--- src/rtl/fetch_request_tracker.sv ---
// Tracks outstanding instruction-fetch requests in issue order and classifies each
// returning response as accepted, stale (redirected) or erroneous.
module fetch_request_tracker #(
  parameter int ADDRESS_BITS    = 20,
  parameter int MAX_OUTSTANDING = 4,
  parameter int COUNT_BITS      = $clog2(MAX_OUTSTANDING) + 1
) (
  input  logic                    clock,
  input  logic                    reset,
  input  logic                    issue_request,
  input  logic [ADDRESS_BITS-1:0] issue_PC,
  input  logic                    fetch_ready,
  output logic                    issue_grant,
  input  logic                    fetch_valid,
  input  logic [ADDRESS_BITS-1:0] fetch_address_in,
  input  logic                    redirect,
  output logic                    response_accept,
  output logic                    flush_fetch_receive,
  output logic                    i_mem_hazard,
  output logic [COUNT_BITS-1:0]   outstanding_count,
  output logic                    protocol_error,
  output logic [31:0]             hazard_cycles
);

  localparam int PTR_BITS = $clog2(MAX_OUTSTANDING);
  localparam logic [COUNT_BITS-1:0] MAX_CNT = COUNT_BITS'(MAX_OUTSTANDING);

  logic [ADDRESS_BITS-1:0]    addr_q [MAX_OUTSTANDING];
  logic [ADDRESS_BITS-1:0]    addr_d [MAX_OUTSTANDING];
  logic [MAX_OUTSTANDING-1:0] stale_q, stale_d;
  logic [MAX_OUTSTANDING-1:0] live_after_pop;
  logic [PTR_BITS-1:0]        head_q, head_d;
  logic [PTR_BITS-1:0]        tail_q, tail_d;
  logic [COUNT_BITS-1:0]      count_q, count_d;
  logic                       protocol_error_q, protocol_error_d;
  logic [31:0]                hazard_cycles_q, hazard_cycles_d;

  logic empty;
  logic pop;
  logic head_stale;
  logic head_match;
  logic bad_resp;

  // Distance of a slot from the head, i.e. its age rank among tracked entries.
  function automatic logic [PTR_BITS-1:0] slot_offset(input int slot,
                                                      input logic [PTR_BITS-1:0] head);
    return PTR_BITS'(slot) - head;
  endfunction

  assign empty      = (count_q == '0);
  assign pop        = fetch_valid & ~empty;
  assign head_stale = stale_q[head_q];
  assign head_match = (addr_q[head_q] == fetch_address_in);

  // A full tracker can still grant when the head retires in the same cycle.
  assign issue_grant         = issue_request & fetch_ready & ((count_q < MAX_CNT) | pop);
  assign response_accept     = pop & ~head_stale & ~redirect & head_match;
  assign flush_fetch_receive = fetch_valid & ~response_accept;
  assign i_mem_hazard        = ~response_accept;
  assign bad_resp            = fetch_valid & (empty | (~head_stale & ~redirect & ~head_match));

  always_comb begin
    live_after_pop = '0;
    for (int i = 0; i < MAX_OUTSTANDING; i++) begin
      if (({1'b0, slot_offset(i, head_q)} >= COUNT_BITS'(pop)) &&
          ({1'b0, slot_offset(i, head_q)} < count_q)) begin
        live_after_pop[i] = 1'b1;
      end
    end
  end

  always_comb begin
    addr_d           = addr_q;
    stale_d          = stale_q;
    head_d           = head_q;
    tail_d           = tail_q;
    count_d          = count_q + COUNT_BITS'(issue_grant) - COUNT_BITS'(pop);
    protocol_error_d = protocol_error_q | bad_resp;
    hazard_cycles_d  = hazard_cycles_q;

    if (redirect) begin
      stale_d = stale_q | live_after_pop;
    end
    if (pop) begin
      head_d = head_q + PTR_BITS'(1);
    end
    // The entry pushed during a redirect is the new target and stays live.
    if (issue_grant) begin
      addr_d[tail_q]  = issue_PC;
      stale_d[tail_q] = 1'b0;
      tail_d          = tail_q + PTR_BITS'(1);
    end
    if (i_mem_hazard & ~empty & ~redirect & (hazard_cycles_q != 32'hFFFF_FFFF)) begin
      hazard_cycles_d = hazard_cycles_q + 32'd1;
    end
  end

  always_ff @(posedge clock or posedge reset) begin
    if (reset) begin
      for (int i = 0; i < MAX_OUTSTANDING; i++) begin
        addr_q[i] <= '0;
      end
      stale_q          <= '0;
      head_q           <= '0;
      tail_q           <= '0;
      count_q          <= '0;
      protocol_error_q <= 1'b0;
      hazard_cycles_q  <= '0;
    end else begin
      addr_q           <= addr_d;
      stale_q          <= stale_d;
      head_q           <= head_d;
      tail_q           <= tail_d;
      count_q          <= count_d;
      protocol_error_q <= protocol_error_d;
      hazard_cycles_q  <= hazard_cycles_d;
    end
  end

  assign outstanding_count = count_q;
  assign protocol_error    = protocol_error_q;
  assign hazard_cycles     = hazard_cycles_q;

endmodule

--- config.mk ---
export PLATFORM = sky130hd
export DESIGN_NAME = fetch_request_tracker
export DESIGN_NICKNAME = d
export VERILOG_FILES = /design/src/rtl/fetch_request_tracker.sv
export SDC_FILE = /design/constraint.sdc
export NUM_CORES = 1
export LEC_CHECK = 0
export CORE_ASPECT_RATIO = 1.1
export CORE_MARGIN = 8
export CORE_UTILIZATION = 25
export DETAILED_ROUTE_END_ITERATION = 8
export PLACE_DENSITY_LB_ADDON = 0.2
export SLEW_MARGIN = 20
export SYNTH_ARGS = -nofsm -noshare
export SYNTH_HDL_FRONTEND = slang
export SYNTH_SLANG_ARGS = --single-unit
export TNS_END_PERCENT = 5
--- constraint.sdc ---
create_clock -name clock -period 4.2 [get_ports clock]
set_clock_uncertainty 0.2 [all_clocks]
set_input_delay 0.42 -clock clock [delete_from_list [all_inputs] [get_ports clock]]
set_output_delay 0.42 -clock clock [all_outputs]
set_load 0.01 [all_outputs]
==> impl_metrics.tcl, run 1 <==
set metrics [dict create \
    core_area_um2 23700 \
    syn_inst 457 \
    switching_share 0.296 \
    post_cts_buffers 0 \
    dieWidth_um 164 \
    post_cts_resized 0 \
    synth_edf_count 0 \
    fillers 2321 \
    maxSlewViolCount 0 \
    ys_top_cells_by_area "dfrtp_1, mux2_2, mux4_2" \
    start_kind "flop" \
    finalCriticalPeriod_ns 3.81 \
    share_seq_of_total_power 0.369 \
    wirelength_um 15100 \
    htreeDepth 4 \
    max_slew_margin 0.449 \
    grt_pass1_wl_um 24300 \
    holdPathEnd "stale_q[0]$_DFF_PP0_" \
    nNetsFinal 612 \
    power_frac_comb 0.337 \
    p_clk_frac 0.294 \
    min_from "stale_q[0]$_DFF_PP0_" \
    diodes 0 \
    power.internal_mw 3.72 \
    async_flop_share 1.00 \
    path_clk_slew_ns 0.06 \
    power_mw 5.29 \
    cp-end-kind "output pin" \
    power.density_nw_per_um2 667 \
    critPathKind "reg -> out" \
    numCtsBuffers 17 \
    grt.total_usage 0.108 \
    finalCritPeriodShare 0.907 \
    hold_viol_final 0 \
    die_h_um 179 \
    cts.hold.buffers_added 0 \
    tns_ns 0 \
    r2r_end "hazard_cycles[1]$_DFFE_PP0P_" \
    cp.arrival_ns 3.19 \
    hold_depth 1 \
    netlist_area_um2 6050 \
    leakage_nw 3.36 \
    cts_sinks 124 \
    drv_cap 0 \
    viasPerCell 4.57 \
    grt_pass1_vias 4311 \
    yosysTopAreaCell "dfrtp_1" \
    rsz0062_at_grt "no" \
    worstSkewPairLatency_ns 0.42 \
    grt_max_degree 64 \
    ant_nets 0 \
    grt_overflow_total 0 \
    clock.fmax_mhz 262 \
    ys_seq_area_frac 0.513 \
    die_area_um2 29400 \
    postSynthAreaPerCell_um2 13.2 \
    drt_iter0_drc 135 \
    cts-root-buf "clkbuf_16" \
    antenna_found_initial 1 \
    worstMarginPinSlew_ns 0.826 \
    cp_max_fo 13 \
    syn_to_final_growth_pct 30.8 \
    ys_warn_count 0 \
    p_sw_mw 1.57 \
    port_buffers 85 \
    syn_nets 514 \
    ff2ff_path_depth 9 \
    dp_hpwl_um 10800 \
    layout-drive-gt1-share 0.276 \
    synth_top_cell_area_share 0.513 \
    r2r_slack_ns 0.89 \
    via_count 3987 \
    synth_seq_cells 124 \
    cts_buffer_depth 2 \
    synth_ff_type "dfrtp_1" \
    post_drt_wl_per_cell_um 17.3 \
    boundaryPins 86 \
    setup_violations 0 \
    worstReg2RegStart "head_q[0]$_DFFE_PP0P_" \
    outcome "finished, final reports clean" \
    cts_tree "done" \
    synth_cell_types 37 \
    required_ns 3.58 \
    dr.pass1.iters 4 \
    row_count 59 \
    gp_congestion 0.790 \
    route.detailed.drc 0 \
    vdd_drop_max_v 0.000281 \
    min_path_type "reg -> reg" \
    start_util 0.255 \
]
[how the worst max path moves through the flow]
stage | cells after the start | from | slack (ns) | end
floorplan | 1 | reset | 0.28 | addr_q[0]$_DFFE_PP0P_
global placement | 8 | head_q[0]$_DFFE_PP0P_ | 0.84 | response_accept
detailed placement | 8 | head_q[0]$_DFFE_PP0P_ | 0.79 | response_accept
CTS | 8 | head_q[0]$_DFFE_PP0P_ | 0.34 | response_accept
global route | 8 | head_q[0]$_DFFE_PP0P_ | 0.21 | response_accept
finish | 8 | head_q[0]$_DFFE_PP0P_ | 0.39 | response_accept
[registers in the layout, indices dropped and copies added, names as in the netlist]
| register | flops |
|---|---|
| addr_q | 80 |
| hazard_cycles | 32 |
| tail_q | 2 |
| outstanding_count | 3 |
| protocol_error | 1 |
| stale_q | 4 |
| head_q | 2 |
[through the flow]
step / instances / cell area (µm²) / hold WS [ns] / setup WS (ns) / utilization
3_5_place_dp: 841 / 7290 / 0.279 / 0.794 / 0.308
3_3_place_gp: 841 / 7290 / 0.270 / 0.840 / 0.308
4_1_cts: 873 / 7920 / 0.293 / 0.337 / 0.334
6_report: 873 / 7920 / 0.291 / 0.390 / 0.334
5_1_grt: 873 / 7920 / 0.304 / 0.210 / 0.334
2_1_floorplan: 457 / 6050 / 0.259 / 0.281 / -
[Yosys cell counts, types with 2 or more instances]
cell and number:
inv_1 12, nor4_1 4, mux2_2 80, mux4_2 20, xnor2_1 27, dfrtp_1 124, nand2b_1 3, and3_1 5
nor2_1 15, and2_1 2, o21a_1 4, ha_1 10, o21ai_0 7, mux2_1 2, buf_2 3, nor3b_1 4
nor4_2 2, clkbuf_1 10, buf_6 5, a21oi_1 8, nand2_1 22, a31oi_1 2, nand4_1 13, xor2_1 28
nor3_1 14, and4_1 4, nand3_1 12, nor4b_2 4, or2_2 2, buf_4 2
[power groups by stage]
stage / clock network [mW] / logic, mW / registers, mW
after global placement: 0 / 1.76 / 1.95
after floorplan: 0 / 1.40 / 1.88
after detailed placement: 0 / 1.82 / 1.97
after global routing: 1.65 / 1.95 / 2.02
final: 1.55 / 1.78 / 1.95
after CTS: 1.59 / 1.82 / 1.95
[cell families after synthesis]
group / Yosys count / synth area share
XOR/XNOR: 55 / 0.0796
flip-flops: 124 / 0.513
multiplexers: 103 / 0.231
AO/OA/AOI/OAI: 22 / 0.0203
AND/OR/NAND/NOR: 110 / 0.104
adder cells (fa/ha/maj): 11 / 0.0240
buffers and inverters: 32 / 0.0279
[cell type report]
cell class / count / area [µm²] / area share
clock buffers: 17 / 425 / 0.0537
multi-input cells: 301 / 2780 / 0.351
flip-flops and latches: 124 / 3100 / 0.392
inverters: 12 / 47.5 / 0.00600
repair buffers: 99 / 981 / 0.124
well taps: 305 / 382 / 0.0482
clock inverters: 15 / 199 / 0.0251
[worst max-delay path, cell delays in order (launching register included)]
cell and delay, ns:
dfrtp_2 0.50, buf_12 0.21, mux4_1 0.58, xnor2_1 0.18, nand4_1 0.14, nor3_2 0.34
nand3_1 0.21, inv_1 0.09, clkdlybuf4s50_1 0.53
[metal layers]
metal | track usage | routed length (µm) | vias to the layer above
met4 | 0.0330 | 178 | 2
met2 | 0.171 | 7060 | 97
li1 | - | - | 1841
met1 | 0.136 | 6860 | 2028
met5 | 0 | 12 | -
met3 | 0.0363 | 955 | 19
[cells in the final DEF (no fill, tap or decap), drive strengths merged, types with 3 or more instances in the layout]
cell type / instances
mux2: 82
buf: 14
nand2: 22
mux4: 21
inv: 12
o21ai: 8
nor2: 15
nand3: 12
bufinv: 4
nand4: 13
a21oi: 8
clkbuf: 17
nand2b: 3
dfrtp: 124
nor3: 15
clkinvlp: 5
o21a: 4
xor2: 28
clkdlybuf4s50: 85
and3: 5
clkinv: 6
nor3b: 4
and4: 4
nor4b: 4
xnor2: 27
nor4: 6
ha: 10
(Power assumes the default switching activity.)
==> run 2, diff against run 1 <==
CORE_MARGIN = 2   (was 8)
MAX_ROUTING_LAYER = met4   (was unset)
==> run 2 against run 1 <==
- clock power rose by 5%
- non-clock buffer count down 5
- via count is 0.13% lower
- wire length is 2.9% lower
- global-route usage grew 1.7 points
==> impl_metrics.tcl, run 2 (synthesis results as in run 1) <==
set metrics [dict create \
    outcome "finished, final reports clean" \
    htreeDepth 4 \
    post_cts_buffers 0 \
    power_frac_comb 0.324 \
    route.detailed.drc 0 \
    final_core_util 0.334 \
    clock.fmax_mhz 265 \
    cts_buffer_depth 2 \
    die_h_um 167 \
    post-place-ws_ns 0.606 \
    port_buffers 85 \
    layout-drive-gt1-share 0.268 \
    vdd_drop_max_v 0.000269 \
    switching_share 0.290 \
    boundaryPins 86 \
    worstSkewPairLatency_ns 0.42 \
    post_drt_wl_per_cell_um 16.8 \
    grt_overflow_total 0 \
    wirelength_um 14600 \
    multi_input_area_um2 2780 \
    setup_slack_ns 0.421 \
    finalCriticalPeriod_ns 3.78 \
    syn_to_final_growth_pct 30.6 \
    gp_congestion 0.732 \
    grt_max_degree 65 \
    worstMarginPinSlew_ns 0.821 \
    grt_pass1_vias 4288 \
    die_area_um2 25500 \
    grt.total_usage 0.124 \
    dp_hpwl_um 9830 \
    whs_ns 0.287 \
    dr.pass1.iters 4 \
    largest_reg_flops 80 \
    setup_violations 0 \
    critPathKind "reg -> out" \
    cp-end-kind "output pin" \
    required_ns 3.58 \
    cts-root-buf "clkbuf_16" \
    use_met2 0.199 \
    p_sw_mw 1.54 \
    cts_sinks 124 \
    maxSlewViolCount 0 \
    start_kind "flop" \
    core_area_um2 23700 \
    final_area_um2 7910 \
    ant_nets 0 \
    drv_cap 0 \
    grt_pass1_wl_um 23800 \
    numCtsBuffers 17 \
    min_path_type "reg -> reg" \
    layout_commonest_cell "dfrtp_1" \
    cts_tree "done" \
    top_usage_layer "met2" \
    register_area_um2 3110 \
    share_seq_of_total_power 0.373 \
    via_count 3982 \
    dieWidth_um 152 \
    viasPerCell 4.58 \
    post_dp_cell_area_um2 7240 \
    start_util 0.255 \
    layout.cells.non_filler 869 \
    regMostFlops "addr_q" \
    fillers 2322 \
    place_inst 836 \
    power.internal_mw 3.78 \
    met3_usage 0.0331 \
    nNetsFinal 607 \
    path_clk_slew_ns 0.05 \
    use_met1 0.152 \
    leakage_nw 3.36 \
    cp_max_fo 18 \
    tns_ns 0 \
    max_slew_margin 0.453 \
    cp.arrival_ns 3.16 \
    rsz0062_at_grt "no" \
    antenna_found_initial 1 \
    power_mw 5.33 \
    power.density_nw_per_um2 674 \
    drt_iter0_drc 130 \
    p_clk_frac 0.303 \
    layout_common_cells "dfrtp_1, clkdlybuf4s50_1, mux2_2" \
    finalCritPeriodShare 0.900 \
    row_count 59 \
    hold_viol_final 0 \
]
## run 2: per-layer routing
metal | wire length [µm] | vias up
met5 | 0 | -
met4 | 228 | 0
met3 | 701 | 22
met2 | 6910 | 109
met1 | 6790 | 2014
li1 | - | 1837
## run 2: layout make-up
cell class	instances	area share
antenna	1	0.000317
clock buffer	23	0.0630
clock inverter	9	0.0199
inverter	12	0.00601
multi-input combinational	301	0.352
sequential	124	0.393
tap	305	0.0483
timing repair buffer	94	0.118
## run 2: power groups by stage
stage	clock network (mW)	registers (mW)	logic (mW)
global placement	0	2.00	1.71
CTS	1.66	1.99	1.76
global route	1.72	2.06	1.90
finish	1.62	1.99	1.73
floorplan	0	1.88	1.40
detailed placement	0	2.01	1.76
## run 2: final timing paths
check	end	slack, ns	cells past startpoint	startpoint
min in group asynchronous	hazard_cycles[5]$_DFFE_PP0P_	0.31	2	reset
worst max-delay path	response_accept	0.42	7	head_q[0]$_DFFE_PP0P_
worst min-delay path	stale_q[1]$_DFF_PP0_	0.29	1	stale_q[1]$_DFF_PP0_
max in group asynchronous	addr_q[65]$_DFFE_PP0P_	2.62	3	reset
worst max register to register	hazard_cycles[1]$_DFFE_PP0P_	0.89	9	head_q[0]$_DFFE_PP0P_
worst min register to register	stale_q[1]$_DFF_PP0_	0.29	1	stale_q[1]$_DFF_PP0_
## run 2: what timing repair did
item,in CTS,in global routing
endpoints found under the setup margin,0,1
gates resized for setup,0,1
hold buffers,0,0
## run 2: critical path, stage by stage, from the launching register on
cell             delay [ns]
dfrtp_4                0.67
mux4_2                 0.57
xnor2_1                0.27
nand4_1                0.15
nor3_2                 0.28
nand3_1                0.18
inv_1                  0.08
clkdlybuf4s50_1        0.52
==> variant 1 (config.mk and constraints of run 2) <==
Register the output `outstanding_count` once more, cleared by the reset; this adds one clock of latency there. The other outputs are not delayed to match.
--- a/src/rtl/fetch_request_tracker.sv
+++ b/src/rtl/fetch_request_tracker.sv
@@ -118,5 +118,11 @@
   end
 
-  assign outstanding_count = count_q;
+  always_ff @(posedge clock or posedge reset) begin
+    if (reset) begin
+      outstanding_count <= '0;
+    end else begin
+      outstanding_count <= count_q;
+    end
+  end
   assign protocol_error    = protocol_error_q;
   assign hazard_cycles     = hazard_cycles_q;
Check against the original RTL: not equivalent (Yosys sat finds a counterexample within 4 cycles, from zero or initial values and one cycle with reset high).
==> variant 1 against run 2 <==
  * Sequential cell count increased by 3
  * Final area rose by 1.1%
  * Synthesized area up 0.64%
  * Core utilization up 0.25 points
  * Wire length is 0.36% lower
  * Setup slack got worse by 0.094 ns
  * Power increased by 2.4%
  * First-iteration DRC count up 28%
  * Die area is 0.62% higher
  * Largest power group unchanged
==> variant 1: results (changes against run 2) <==
Parameter                              Value

Placed design
  Global placement routability congestion    0.786 (+7.3%)
  Detailed placement HPWL    10200 µm (+3.5%)
  Count of buffers inserted at the top-level ports    85 (unchanged)

GRT
  Antenna violations before repair    1 (unchanged)
  First-pass GRT wire length    23800 µm (about the same)
  Overall global routing resource usage    12.2% (-0.21 points)
  Largest net degree at the start of global routing    71 (+9.2%)
  Number of global-route vias before repair    4340 (+1.2%)

Floorplanning
  Die X-Extent    153 µm (+0.31%)

Logic synthesis
  Number of flops mapped to enable cells by yosys    0 (unchanged)
  Main flop type after synthesis    sky130_fd_sc_hd__dfrtp_1
  Top cells by count, synth    127 x sky130_fd_sc_hd__dfrtp_1, 80 x sky130_fd_sc_hd__mux2_2, 31 x sky130_fd_sc_hd__xor2_1, 26 x sky130_fd_sc_hd__xnor2_1, 21 x sky130_fd_sc_hd__mux4_2
  Number of distinct library cell variants in the gate-level netlist after synthesis    33 (-11%)
  Total nets after synthesis    518 (+0.78%)
  Cell types with the largest area share after synthesis    sky130_fd_sc_hd__dfrtp_1 52%, sky130_fd_sc_hd__mux2_2 15%, sky130_fd_sc_hd__mux4_2 7.8%, sky130_fd_sc_hd__xor2_1 4.5%, sky130_fd_sc_hd__xnor2_1 3.7%
  Sequential area share after synthesis    52.2% (+0.91 points)
  Share of flip-flops with an asynchronous set or reset    100% (unchanged)

CTS
  Insertion delay to the later sink of the worst-skew pair    0.42 ns (about the same)
  Root buf cell    sky130_fd_sc_hd__clkbuf_16
  Maximum count of clock buffers along a single path    2 (unchanged)
  Resize count post-CTS    0 (unchanged)
  Number of H-tree levels    4 (unchanged)
  Num CTS Buffers    17 (unchanged)
  Setup fix buffers added after clock tree synthesis    0 (unchanged)

Setup path
  Slowest cell on the critical path    sky130_fd_sc_hd__dfrtp_2
  Crit path max fanout    12 (-6)
  Setup crit end    response_accept
  Kind of cell adding the most delay to the critical path    buffers and inverters
  Nature of the critical path startpoint    register
  Worst reg2reg setup slack    0.92 ns (+0.03 ns)
  RR Endpoint    hazard_cycles[1]
  Crit path arrival time    3.25 ns (+0.09 ns)
  Longest individual stage delay on the worst path    0.60 ns (-0.07 ns)
  Reg2Reg Launch Point    head_q[0]

Pwr
  Int Power    3.89 mW (+2.9%)
  Leakage power    3.43 nW (+2.2%)
  Worst ir drop on vdd    0.291 mV (+8.3%)

STA
  Worst Max-Slew Pin Slew    0.904 ns (+0.0827 ns)

Worst hold path
  Hold Crit Class    register to register
  Worst Hold Path EP    outstanding_count[1]
  Startpoint of the tightest hold check path    count_q[1]
  Hold depth    0 (-1)

Routing
  Pre-Repair DR Iteration Count    4 (unchanged)
  Number of vias per cell    4.62 (+0.92%)
  Violation count after the first detailed-route iteration    167 (+28%)
  Average wire per cell in the routed design    16.6 µm (-1.2%)

Cells and area
  Net count reported at finish    615 (+1.3%)
  Layout cell share with drive strength beyond 1    27.0% (+0.20 points)
  Register with the highest flop count    addr_q
  Number of fillers in the final layout    2372 (+2.2%)

Outcome
  Result of the run    complete, no violations
==> variant 1: power by group through the flow <==
stage / registers, mW / logic (mW) / clock network, mW
finish: 2.03 / 1.75 / 1.67
detailed placement: 2.06 / 1.78 / 0
CTS: 2.04 / 1.79 / 1.71
floorplan: 1.93 / 1.39 / 0
global route: 2.09 / 1.94 / 1.77
global placement: 2.04 / 1.73 / 0
==> variant 1: metal layers <==
metal	vias to the layer above	routed length [µm]	track usage, %	share of wire (%)
met4	0	219	4.03	1.5
met2	96	7070	19.5	49
li1	1864	-	-	-
met1	2072	6750	15.3	46
met3	19	536	2.92	3.7
met5	-	0	-	0
==> variant 1: area by class of cell <==
class                   count  share of cell area [%]
diodes                      1                  0.0313
clock buffers              17                    5.32
clock inverters            14                    2.98
inverters                  10                   0.501
multi-input cells         303                    34.5
flip-flops and latches    127                    39.8
well taps                 305                    4.78
repair buffers             99                    12.1
==> variant 1: through the flow <==
stage / setup WS [ns] / util (%) / instance area [µm²] / cells / hold slack, ns
floorplan: 0.196 / - / 6090 / 461 / 0.152
global placement: 0.782 / 30.8 / 7320 / 844 / 0.253
detailed placement: 0.733 / 30.8 / 7320 / 844 / 0.263
CTS: 0.262 / 33.6 / 7990 / 875 / 0.277
global route: 0.0632 / 33.6 / 7990 / 876 / 0.287
finish: 0.328 / 33.6 / 7990 / 876 / 0.271
==> variant 1: kinds of logic after synthesis <==
group / Yosys count / share of synthesized area (%)
xor gates and xnor gates: 57 / 8.20
buffers and inverters: 31 / 2.59
and+or+nand+nor: 110 / 9.74
adders and majority gates: 11 / 2.38
muxes: 102 / 22.8
AOI/OAI and AO/OA: 23 / 2.12
DFF: 127 / 52.2
==> variant 2 (flow settings as in run 2) <==
Without the edit above. The parameter `MAX_OUTSTANDING` goes from 4 to 8.
--- a/src/rtl/fetch_request_tracker.sv
+++ b/src/rtl/fetch_request_tracker.sv
@@ -3,5 +3,5 @@
 module fetch_request_tracker #(
   parameter int ADDRESS_BITS    = 20,
-  parameter int MAX_OUTSTANDING = 4,
+  parameter int MAX_OUTSTANDING = 8,
   parameter int COUNT_BITS      = $clog2(MAX_OUTSTANDING) + 1
 ) (
Ports: changed (resized outstanding_count); port bits go from 86 to 87. No check against the original RTL was run, so the function may have changed too.
==> variant 2 against run 2 <==
  * Core utilization shrank 1.8 points
  * First-iteration DRC count is 150% higher
  * Count of clock-buffer cells in the layout up 16
  * Hold slack got worse by 0.15 ns
  * Fmax shrank 7.1%
  * Synthesized area rose by 75%
  * Power up 78%
  * Wire length up 100%
  * Final area is 68% higher
  * Sequential cell count grew 87
  * Setup slack lost 0.29 ns
  * Critical path type unchanged
  * Critical endpoint is now flush_fetch_receive
  * Largest cell class unchanged
==> variant 2: results (changes against run 2) <==
Parameter                              Value

Setup path
  Crit path arrival time    3.45 ns (+0.29 ns)
  Reg2Reg Launch Point    head_q[1]
  Slowest cell on the critical path    sky130_fd_sc_hd__mux4_2
  Kind of cell adding the most delay to the critical path    multiplexers
  Worst reg2reg setup slack    0.66 ns (-0.23 ns)

Cells and area
  Invs w/o clock    18 (+6)
  Sequential cell area    0.00529 mm² (+70%)
  Multi-input logic portion of the cell area    37.8% (+2.7 points)
  Seq area share    39.8% (+0.52 points)
  Number of signal-net buffers in the layout    129 (+37%)
  Count of multi-input combinational gates    573 (+90%)
  Area growth from synthesis to final layout    25.2%
  Layout cell share with drive strength beyond 1    28.9% (+2.0 points)
  Total number of sequential cells    211 (+70%)

Logic synthesis
  Xor-xnor portion of the synthesized cell area    4.13% (-3.8 points)
  Sequential area share after synthesis    49.8% (-1.5 points)
  Top cells by count, synth    211 x sky130_fd_sc_hd__dfrtp_1, 143 x sky130_fd_sc_hd__mux2_2, 79 x sky130_fd_sc_hd__nand2_1, 49 x sky130_fd_sc_hd__mux2i_1, 39 x sky130_fd_sc_hd__xnor2_1
  Share of the synthesized area in compound gates (AO/OA/AOI/OAI)    4.66% (+2.6 points)
  Adder-cell share of the synthesized area    3.26% (+0.86 points)
  Cell types with the largest area share after synthesis    sky130_fd_sc_hd__dfrtp_1 50%, sky130_fd_sc_hd__mux2_2 15%, sky130_fd_sc_hd__mux2i_1 4.6%, sky130_fd_sc_hd__mux4_2 4.2%, sky130_fd_sc_hd__xnor2_1 3.2%
  Share of cell area taken by muxes after synthesis    24.3% (+1.1 points)
  Mean cell area of the mapped netlist    12.5 µm² (-5.7%)
  Total nets after synthesis    922 (+79%)

Outcome
  Result of the run    complete, no violations

Placed design
  Worst setup slack after placement    0.325 ns (-0.281 ns)
  Detailed placement HPWL    19400 µm (+97%)
  Count of buffers inserted at the top-level ports    86 (+1.2%)
  Global placement routability congestion    0.754 (+3.0%)

STA
  Tightest hold margin    0.137 ns (-0.149 ns)
  Worst Max-Slew Pin Slew    0.865 ns (+0.0438 ns)

Pwr
  Power in the clock group    2.24 mW (+38%)
  Power dissipated by switching net loads    3.22 mW (+110%)
  Worst ir drop on vdd    0.345 mV (+28%)
  Portion of total power attributed to combinational logic    40.6% (+8.2 points)
  Leakage power    5.82 nW (+73%)
  Clk network pwr share    23.6% (-6.7 points)

Routing
  Average wire per cell in the routed design    19.0 µm (+13%)

GRT
  First-pass GRT wire length    46100 µm (+94%)
==> variant 2: cell types whose count changed after synthesis, moves of 16 or more <==
| cell | delta |
|---|---|
| sky130_fd_sc_hd__dfrtp_1 | +87 |
| sky130_fd_sc_hd__ha_1 | +16 |
| sky130_fd_sc_hd__mux2i_1 | +49 |
| sky130_fd_sc_hd__mux2_2 | +63 |
| sky130_fd_sc_hd__nand2_1 | +57 |
| sky130_fd_sc_hd__and3_1 | +19 |
| sky130_fd_sc_hd__xor2_1 | -17 |
==> variant 2: final timing paths <==
path | cells after the start | end
worst min register to register | 2 | addr_q[96]
worst min-delay path | 2 | outstanding_count[0]
worst max register to register | 11 | hazard_cycles[1]
worst max-delay path | 10 | flush_fetch_receive
max in group asynchronous | 3 | addr_q[129]
min in group clock | 2 | addr_q[96]
==> variant 2: layer usage <==
layer	wire [µm]	GRT usage, %	vias up
met2	14400	23.6	131
met1	13400	17.8	3565
li1	-	-	3273
met5	0	-	-
met4	418	2.52	0
met3	1150	2.10	28
